**config.mk**
```make
export PLATFORM = sky130hd
export DESIGN_NAME = fetch_unit_flat
export DESIGN_NICKNAME = d
export VERILOG_FILES = /design/src/rtl/fetch_pkg.sv /design/src/rtl/program_memory_bus.sv /design/src/rtl/fetch_fifo.sv /design/src/rtl/fetch_unit.sv /design/src/flat_wrapper.sv
export SDC_FILE = /design/constraint.sdc
export NUM_CORES = 1
export LEC_CHECK = 0
export ABC_AREA = 1
export BUFFER_PORTS_ARGS = -buffer_cell sky130_fd_sc_hd__buf_2
export CORE_MARGIN = 1
export CORE_UTILIZATION = 25
export CTS_CLUSTER_DIAMETER = 60
export CTS_CLUSTER_SIZE = 14
export DETAILED_ROUTE_END_ITERATION = 12
export PLACE_DENSITY = 0.5
export SYNTH_ARGS = -nofsm -noshare
export SYNTH_HDL_FRONTEND = slang
export SYNTH_SLANG_ARGS = --single-unit
```
**constraint.sdc**
```tcl
create_clock -name clk_in -period 6 [get_ports clk_in]
set_clock_uncertainty 0.05 [all_clocks]
set_input_delay 0.3 -clock clk_in [delete_from_list [all_inputs] [get_ports clk_in]]
set_output_delay 0.3 -clock clk_in [all_outputs]
set_load 0.05 [all_outputs]
```
**src/rtl/fetch_pkg.sv**
```systemverilog
// Shared types and constants for the instruction fetch unit.
package fetch_pkg;

  localparam int unsigned MEM_LATENCY      = 2;
  localparam logic [31:0] DEFAULT_RESET_PC = 32'h0000_0000;

  typedef struct packed {
    logic [31:0] pc;
    logic [31:0] instr;
  } fetch_entry_t;

  typedef struct packed {
    logic        valid;
    logic        epoch;
    logic [31:0] pc;
  } inflight_t;

endpackage

```
**src/rtl/program_memory_bus.sv**
```systemverilog
// Program memory read port: word address out, instruction back a fixed latency later.
interface program_memory_bus;

  logic [31:0] addr;
  logic        read_request;
  logic [31:0] instr;
  logic        data_valid;

  modport CONSUMER (output addr, read_request, input instr, data_valid);
  modport PROVIDER (input addr, read_request, output instr, data_valid);

endinterface

```
**src/rtl/fetch_fifo.sv**
```systemverilog
// Synchronous first-word-fall-through buffer for fetched instructions.
module fetch_fifo
  import fetch_pkg::*;
#(
  parameter int unsigned DEPTH = 4,
  parameter type entry_t = fetch_entry_t
) (
  input  logic                           clk_in,
  input  logic                           rst_n_in,
  input  logic                           flush,
  input  logic                           push,
  input  entry_t                         push_data,
  input  logic                           pop,
  output entry_t                         head,
  output logic [$clog2(DEPTH + 1)-1:0]   count
);

  localparam int unsigned PW = $clog2(DEPTH);
  localparam int unsigned CW = $clog2(DEPTH + 1);

  entry_t        mem [DEPTH];
  logic [PW-1:0] rd_ptr;
  logic [PW-1:0] wr_ptr;
  logic          do_push;
  logic          do_pop;

  function automatic logic [PW-1:0] next_ptr(input logic [PW-1:0] p);
    return (p == PW'(DEPTH - 1)) ? '0 : p + 1'b1;
  endfunction

  assign do_pop  = pop && (count != '0);
  // A full buffer still accepts a write when the head leaves in the same cycle.
  assign do_push = push && !flush && ((count != CW'(DEPTH)) || do_pop);
  assign head    = (count != '0) ? mem[rd_ptr] : '0;

  always_ff @(posedge clk_in or negedge rst_n_in) begin
    if (!rst_n_in) begin
      rd_ptr <= '0;
      wr_ptr <= '0;
      count  <= '0;
    end else if (flush) begin
      rd_ptr <= '0;
      wr_ptr <= '0;
      count  <= '0;
    end else begin
      if (do_push) wr_ptr <= next_ptr(wr_ptr);
      if (do_pop)  rd_ptr <= next_ptr(rd_ptr);
      case ({do_push, do_pop})
        2'b10:   count <= count + 1'b1;
        2'b01:   count <= count - 1'b1;
        default: count <= count;
      endcase
    end
  end

  always_ff @(posedge clk_in) begin
    if (do_push) mem[wr_ptr] <= push_data;
  end

endmodule

```
**src/rtl/fetch_unit.sv**
```systemverilog
// Instruction fetch: credit-limited issue, in-flight epoch tracking, redirect flush.
module fetch_unit
  import fetch_pkg::*;
#(
  parameter logic [31:0] RESET_PC   = DEFAULT_RESET_PC,
  parameter int unsigned FIFO_DEPTH = 4
) (
  input  logic                      clk_in,
  input  logic                      rst_n_in,
  program_memory_bus.CONSUMER       bus,
  input  logic                      redirect_in,
  input  logic [31:0]               redirect_pc_in,
  output logic [31:0]               instr_out,
  output logic [31:0]               pc_out,
  output logic                      valid_out,
  input  logic                      ready_in,
  output logic                      err_out
);

  localparam int unsigned CW = $clog2(FIFO_DEPTH + 1);

  logic [31:0]            pc;
  logic                   epoch;
  logic [MEM_LATENCY-1:0] guard;
  inflight_t              stage [MEM_LATENCY];
  inflight_t              resp;
  logic [5:0]             in_flight;
  logic [5:0]             occupancy;
  logic [CW-1:0]          fifo_count;
  logic                   issue;
  logic                   push;
  logic                   pop;
  logic                   spurious;
  fetch_entry_t           push_entry;
  fetch_entry_t           head_entry;
  logic                   unused_redirect_lsbs;

  assign unused_redirect_lsbs = ^redirect_pc_in[1:0];

  always_comb begin
    in_flight = '0;
    for (int unsigned i = 0; i < MEM_LATENCY; i++) begin
      in_flight = in_flight + 6'(stage[i].valid);
    end
  end

  assign occupancy = in_flight + 6'(fifo_count);
  assign issue     = rst_n_in && !redirect_in && (occupancy < 6'(FIFO_DEPTH));
  assign resp      = stage[MEM_LATENCY-1];

  assign bus.read_request = issue;
  assign bus.addr         = {2'b00, pc[31:2]};

  // guard[0] masks responses to requests abandoned by a reset.
  assign push     = bus.data_valid && !guard[0] && resp.valid && (resp.epoch == epoch) && !redirect_in;
  assign spurious = bus.data_valid && !guard[0] && !resp.valid;
  assign pop      = valid_out && ready_in;

  always_comb begin
    push_entry       = '0;
    push_entry.pc    = resp.pc;
    push_entry.instr = bus.instr;
  end

  always_ff @(posedge clk_in or negedge rst_n_in) begin
    if (!rst_n_in) begin
      pc      <= {RESET_PC[31:2], 2'b00};
      epoch   <= 1'b0;
      guard   <= '1;
      err_out <= 1'b0;
      for (int unsigned i = 0; i < MEM_LATENCY; i++) begin
        stage[i] <= '0;
      end
    end else begin
      guard <= guard >> 1;
      if (spurious) err_out <= 1'b1;
      stage[0] <= '{valid: issue, epoch: epoch, pc: pc};
      for (int unsigned i = 1; i < MEM_LATENCY; i++) begin
        stage[i] <= stage[i-1];
      end
      if (redirect_in) begin
        pc    <= {redirect_pc_in[31:2], 2'b00};
        epoch <= ~epoch;
      end else if (issue) begin
        pc <= pc + 32'd4;
      end
    end
  end

  fetch_fifo #(
    .DEPTH   (FIFO_DEPTH),
    .entry_t (fetch_entry_t)
  ) u_fifo (
    .clk_in    (clk_in),
    .rst_n_in  (rst_n_in),
    .flush     (redirect_in),
    .push      (push),
    .push_data (push_entry),
    .pop       (pop),
    .head      (head_entry),
    .count     (fifo_count)
  );

  assign valid_out = (fifo_count != '0);
  assign instr_out = head_entry.instr;
  assign pc_out    = head_entry.pc;

endmodule

```
**src/flat_wrapper.sv**
```systemverilog
// flat-port wrapper written by rule: the top's interface ports become plain ports
module fetch_unit_flat import fetch_pkg::*;
#(
  parameter logic [31:0] RESET_PC   = DEFAULT_RESET_PC,
  parameter int unsigned FIFO_DEPTH = 4
)
  (clk_in, rst_n_in, redirect_in, redirect_pc_in, instr_out, pc_out, valid_out, ready_in, err_out, bus_addr, bus_read_request, bus_instr, bus_data_valid);
  program_memory_bus bus_i ();
  input  logic clk_in;
  input  logic rst_n_in;
  input  logic redirect_in;
  input  logic [31:0] redirect_pc_in;
  output logic [31:0] instr_out;
  output logic [31:0] pc_out;
  output logic valid_out;
  input  logic ready_in;
  output logic err_out;
  output wire logic [$bits(bus_i.addr)-1:0] bus_addr;
  output wire logic [$bits(bus_i.read_request)-1:0] bus_read_request;
  input wire logic [$bits(bus_i.instr)-1:0] bus_instr;
  input wire logic [$bits(bus_i.data_valid)-1:0] bus_data_valid;
  assign bus_addr = bus_i.addr;
  assign bus_read_request = bus_i.read_request;
  assign bus_i.instr = bus_instr;
  assign bus_i.data_valid = bus_data_valid;
  fetch_unit #(.RESET_PC(RESET_PC), .FIFO_DEPTH(FIFO_DEPTH)) u_core (.clk_in(clk_in), .rst_n_in(rst_n_in), .bus(bus_i), .redirect_in(redirect_in), .redirect_pc_in(redirect_pc_in), .instr_out(instr_out), .pc_out(pc_out), .valid_out(valid_out), .ready_in(ready_in), .err_out(err_out));
endmodule
```
==> flow_summary.ini, run 1 <==
[synth]
ys.warnings.count = 0
ys_ff_latch = 353
synth.yosys.seq_area_share_pct = 71.2
ys_types = 38
syn_avg_cell_area_sq_um = 11.3
syn-cell-area_sq_mm = 0.0142
synthCells = 1257

[critical_path]
reg2reg_depth = 8
crit_family = buffers and inverters
worstSetupPathType = reg -> out
critPathLaunchType = flip-flop
path_max_fanout = 69
cp_slowest_cell = clkinv_2
reg2reg_to = u_core.u_fifo.mem[1][38]$_DFFE_PP_
crit_path_cell_trace = clkinv_2, buf_4, o21ai_0, a21oi_1, buf_2
cpPeakStageDelay_ns = 0.90
r2r_slack_ns = 3.28
cp.required_ns = 5.65
cp.buffers_inverters = 3
crit_arrival_ns = 3.47
worstSetupEndpointType = primary output
r2r-start = u_core.guard[0]$_DFF_PN1_

[placed_design]
place.gp.congestion = 0.809
dp_slack_ns = 2.59
place_inst = 2123
io_buffer_count = 161
dp_hpwl_um = 21800

[timing]
fin_tns_setup_ns = 0
tightest_slew_ns = 1.04
final_hold_viol_count = 0
setup_slack_ns = 2.18
rsz0062_at_grt = false
fin_crit_sh_pct = 63.7
setup_violations = 0
slew_violations = 0
max_slew_margin_pct = 30.8
fmax_mhz = 262
holdWs_ns = 0.0341
layout_min_cycle_time_ns = 3.82

[power]
p_leak_nw = 6.65
swShare_pct = 40.4
p_comb_share_pct = 32.3
power.density_mw_per_mm2 = 435
ir_worst_vdd_mv = 0.199
switchingPower_mw = 3.04
clkPwrFrac_pct = 27.7
power_frac_seq_pct = 40.0
p_int_mw = 4.50

[floorplanning]
die-area_sq_mm = 0.0576
die_width_um = 240
core-area_sq_mm = 0.0555
io_pins = 168
start_util_pct = 25.5
die-height_um = 240
rows = 86

[final_layout]
fin_nets = 1541
multi_input_area_sq_mm = 0.00357
register_area_sq_mm = 0.0101
antenna-diode-count = 0
final_cell_mix = nor2_1 (296), edfxtp_1 (248), nand2_1 (177)
fillCellCount = 5717
syn_to_final_growth_pct = 22.5
final_common_cell = nor2_1
final_layout_size_suffix_gt1_share_pct = 17.6
final_cells = 2234

[global_route]
grt_max_degree = 81
grt_pass1_vias = 9387
grt_antenna_before_repair = 0
gr-total-overflow = 0
grt_pass1_wl_um = 55400
grtUsageTotal_pct = 12.6

[drt]
wl_met3_um = 1820
vias = 9431
via_per_inst = 4.22
antenna_left = 0
route.met2.wl_um = 17300
drt-total-wl_um = 36200
wl_per_cell_um = 16.2
highest_layer = met4
drtIter0Drc = 511
dr.pass1.iters = 5
drc = 0
m1WireLength_um = 16400

[hold_path]
min_path_cells = 5
hp-class = in -> reg
hold_path.startpoint = redirect_pc_in[15]
hold_end = u_core.pc[15]$_DFFE_PN0P_

[clock_tree]
postCtsSetupBuffers = 0
clock-sinks = 353
cts_resized = 0
cts_buffers = 35
clock_path_buffers = 3
cts_tree = done
clockRootBuffer = clkbuf_16
clkTransAtPathRegs_ns = 0.06
hold_buffers = 51
clock_latency_ns = 0.52
htreeDepth = 2

[status]
outcome = finished clean

[flow_run]
max_cap_violations = 0
-- worst register-to-register path, cell delays in order, from the launching register on --
cell     delay (ns)
dfstp_2        0.36
inv_1          0.04
nand2_1        0.08
nor2_1         0.14
nand2_2        0.08
inv_2          0.08
o21ai_2        0.16
nor2_4         0.63
buf_4          0.71
-- final cells by class --
type	instances	area share [%]
sequential	353	58.2
multi-input combinational	786	20.6
timing repair buffer	224	8.20
clock buffer	50	5.74
tap	748	5.40
inverter	63	1.39
clock inverter	10	0.491
-- power by group through the flow --
| stage | registers [mW] | logic (mW) | clock network (mW) |
|---|---|---|---|
| final | 3.02 | 2.43 | 2.09 |
| after global placement | 3.07 | 2.45 | 0 |
| after floorplan | 3.09 | 1.70 | 0 |
| after detailed placement | 3.07 | 2.45 | 0 |
| after CTS | 3.02 | 2.49 | 2.17 |
| after global routing | 3.05 | 2.64 | 2.25 |
-- state kept, by name (all words and copies together) (netlist names), 3 cells and up --
signal / flops
u_core.stage: 32
u_core.u_fifo.count: 3
u_core.u_fifo.mem: 248
u_core.pc: 30
u_core.push_entry: 30
-- cells by family after synthesis --
group / count (synthesis) / share of synthesized area [%]
and+or+nand+nor: 540 / 15.2
DFF: 353 / 71.2
AOI/OAI and AO/OA: 221 / 8.12
buffers and inverters: 122 / 3.87
xor gates and xnor gates: 11 / 0.681
adders and majority gates: 9 / 0.849
other: 1 / 0.0265
-- routing by layer --
layer / track usage [%] / vias to the layer above
li1: - / 4645
met3: 2.42 / 49
met4: 3.42 / 0
met2: 21.4 / 230
met5: 0 / -
met1: 16.4 / 4507
-- how the worst max path moves through the flow --
stage                                             start                           endpoint  slack (ns)  cells after the start
global route        u_core.u_fifo.rd_ptr[0]$_DFFE_PN0P_                          pc_out[4]        1.77                      5
finish              u_core.u_fifo.rd_ptr[0]$_DFFE_PN0P_                      instr_out[23]        2.18                      5
CTS                 u_core.u_fifo.rd_ptr[0]$_DFFE_PN0P_                          pc_out[9]        2.03                      5
floorplan                                   redirect_in  u_core.u_fifo.mem[0][0]$_DFFE_PP_        1.99                      8
global placement    u_core.u_fifo.rd_ptr[0]$_DFFE_PN0P_                         pc_out[10]        2.61                      5
detailed placement  u_core.u_fifo.rd_ptr[0]$_DFFE_PN0P_                         pc_out[10]        2.59                      5
-- stage by stage --
step	power, mW	util, %	cell area (sq um)
2_1_floorplan	4.79	-	14200
3_3_place_gp	5.52	28.4	15700
3_5_place_dp	5.52	28.4	15700
4_1_cts	7.67	31.2	17300
5_1_grt	7.94	31.2	17300
6_report	7.54	31.2	17300
-- Yosys cell counts (all sizes together) --
cell type  count  share of area [%]
fa             1               0.14
clkbuf        27               0.76
a22oi          2               0.11
o211ai         6               0.35
nand3b         1              0.053
nand3         36                1.3
inv           63                1.7
nand2        186                5.1
a21oi         65                2.3
xor2           6               0.37
dfstp          2               0.37
o22ai          1              0.044
dfrtp        103                 18
edfxtp       248                 53
conb           1              0.026
nor3           4               0.14
ha             8               0.71
nand4          1              0.044
buf           32                1.4
o21bai         4               0.21
nor2         310                8.5
xnor2          5               0.31
nor3b          2               0.11
o21ai        143                5.1
Note: power is estimated with default switching activity, not from simulation.
==> inputs of run 2 (changes only) <==
Settings changed: PLACE_DENSITY 0.5 to 0.51.
Clock period 6 ns to 3.16 ns, I/O delays scaled along.
==> run 2 against run 1 <==
Effect of this change:
- routed wire length decreased by 1.6%
- via count increased by 1.1%
- clock-buffer cell count decreased by 3
- setup slack got worse by 1.8 ns
- clock power increased by 94%
- largest cell class unchanged
- highest routed layer unchanged
==> flow_summary.ini, run 2 (synthesized netlist as in run 1, its figures left out) <==
[status]
outcome = finished clean

[clock_tree]
cts_resized = 0
clockRootBuffer = clkbuf_16
cts_buffers = 36
clock_latency_ns = 0.56
clkTransAtPathRegs_ns = 0.06
cts_tree = done
clock-sinks = 353
htreeDepth = 2
postCtsSetupBuffers = 0
clock_path_buffers = 3

[timing]
layout_min_cycle_time_ns = 2.80
rsz0062_at_grt = false
fin_crit_sh_pct = 88.7
setup_slack_ns = 0.356
tightest_slew_ns = 0.834
final_hold_viol_count = 0
holdWs_ns = 0.221
slew_violations = 0
max_slew_margin_pct = 44.4
fmax_mhz = 357
setup_violations = 0

[power]
p_leak_nw = 6.78
power.density_mw_per_mm2 = 821
p_total_mw = 14.5
ir_worst_vdd_mv = 0.374

[final_layout]
fin_nets = 1563
top_regs = u_core.u_fifo.mem x248, u_core.stage x32
register_area_sq_mm = 0.0101
syn_to_final_growth_pct = 24.8
fillCellCount = 5673
largest_reg_flops = 248
multi_input_area_sq_mm = 0.00357
final_common_cell = nor2_1
final_cell_mix = nor2_1 (296), edfxtp_1 (248), nand2_1 (177)
top_register = u_core.u_fifo.mem
antenna-diode-count = 0
final_area_sq_mm = 0.0177
final_layout_size_suffix_gt1_share_pct = 17.8

[placed_design]
io_buffer_count = 161
place.gp.congestion = 0.786
dp_hpwl_um = 21200
dp_slack_ns = 0.857
place_area_sq_mm = 0.0159

[floorplanning]
start_util_pct = 25.5
io_pins = 168
die-area_sq_mm = 0.0576
rows = 86
die_width_um = 240
core-area_sq_mm = 0.0555
die-height_um = 240

[global_route]
grt_antenna_before_repair = 0
grtUsageTotal_pct = 12.4
grt_pass1_vias = 9330
grt_pass1_wl_um = 54300
grt_max_degree = 76
gr-total-overflow = 0

[critical_path]
path_max_fanout = 19
cpPeakStageDelay_ns = 0.43
critPathLaunchType = flip-flop
worstSetupPathType = reg -> out
cp.buffers_inverters = 2
crit_arrival_ns = 2.60
cp_common_cell = ha_1
cp_slowest_cell = inv_2
cp.required_ns = 2.95
worstSetupEndpointType = primary output
crit_path_cell_trace = ha_1, ha_1, nand3_1, nand3_2, inv_2, buf_2
crit_family = buffers and inverters

[hold_path]
hp-class = in -> async

[drt]
wl_per_cell_um = 15.8
antenna_left = 0
drtIter0Drc = 576
drt-total-wl_um = 35700
vias = 9533
drc = 0
via_per_inst = 4.22
dr.pass1.iters = 5

[flow_run]
max_cap_violations = 0
[run 2: cell types whose count changed in the layout (fill, tap and decap cells not counted), sizes merged]
| cell | delta |
|---|---|
| dlygate4sd3 | +16 |
| buf | +5 |
| inv | +5 |
| clkbuf | -3 |
| clkinv | -1 |
| clkinvlp | +1 |
[run 2: path summary, 6_finish.rpt]
path                                                        to  cells past startpoint  slack (ns)                       start
max                                           bus_read_request                      6        0.36   u_core.resp[33]$_DFF_PN0_
min                                   u_core.pc[5]$_DFFE_PN0P_                      3        0.22                    rst_n_in
max reg2reg                          u_core.pc[21]$_DFFE_PN0P_                      9        0.85   u_core.resp[33]$_DFF_PN0_
min reg2reg                    u_core.push_entry[46]$_DFF_PN0_                      0        0.29  u_core.stage[48]$_DFF_PN0_
max in group asynchronous  u_core.u_fifo.rd_ptr[0]$_DFFE_PN0P_                      4        1.51                    rst_n_in
min in group clk_in            u_core.push_entry[46]$_DFF_PN0_                      0        0.29  u_core.stage[48]$_DFF_PN0_
[run 2: power breakdown]
group	switching [mW]	leakage, nW	internal [mW]
sequential	0.388	3.49	5.32
clock	1.85	0.533	2.21
combinational	3.65	2.76	1.09
[run 2: repair_timing]
action / in CTS / in global routing
endpoints found under the setup margin: 0 / 0
hold buffers: 67 / 0
hold endpoints to repair: 200 / 0
[run 2: layer usage]
metal	vias up	routed length [um]	track usage (%)
li1	4685	-	-
met4	0	901	3.94
met3	54	1770	2.86
met2	222	16500	20.1
met5	-	0	0
met1	4572	16500	16.3
[run 2: stage by stage]
stage | utilization, % | std cells | TNS (ns)
global route | 31.8 | 2257 | 0
floorplan | - | 1261 | -186.91
detailed placement | 28.6 | 2128 | 0
finish | 31.8 | 2257 | 0
CTS | 31.8 | 2257 | 0
global placement | 28.6 | 2128 | 0
[run 2: cell type report]
type	instances	area share [%]
sequential	353	57.1
tap	748	5.30
inverter	63	1.36
timing repair buffer	245	9.74
clock buffer	47	5.45
multi-input combinational	786	20.2
clock inverter	15	0.815
[run 2: tightest hold or removal path, delay by kind of cell]
| family | cells | cell delay (ns) |
|---|---|---|
| buffers and inverters | 3 | 1.11 |
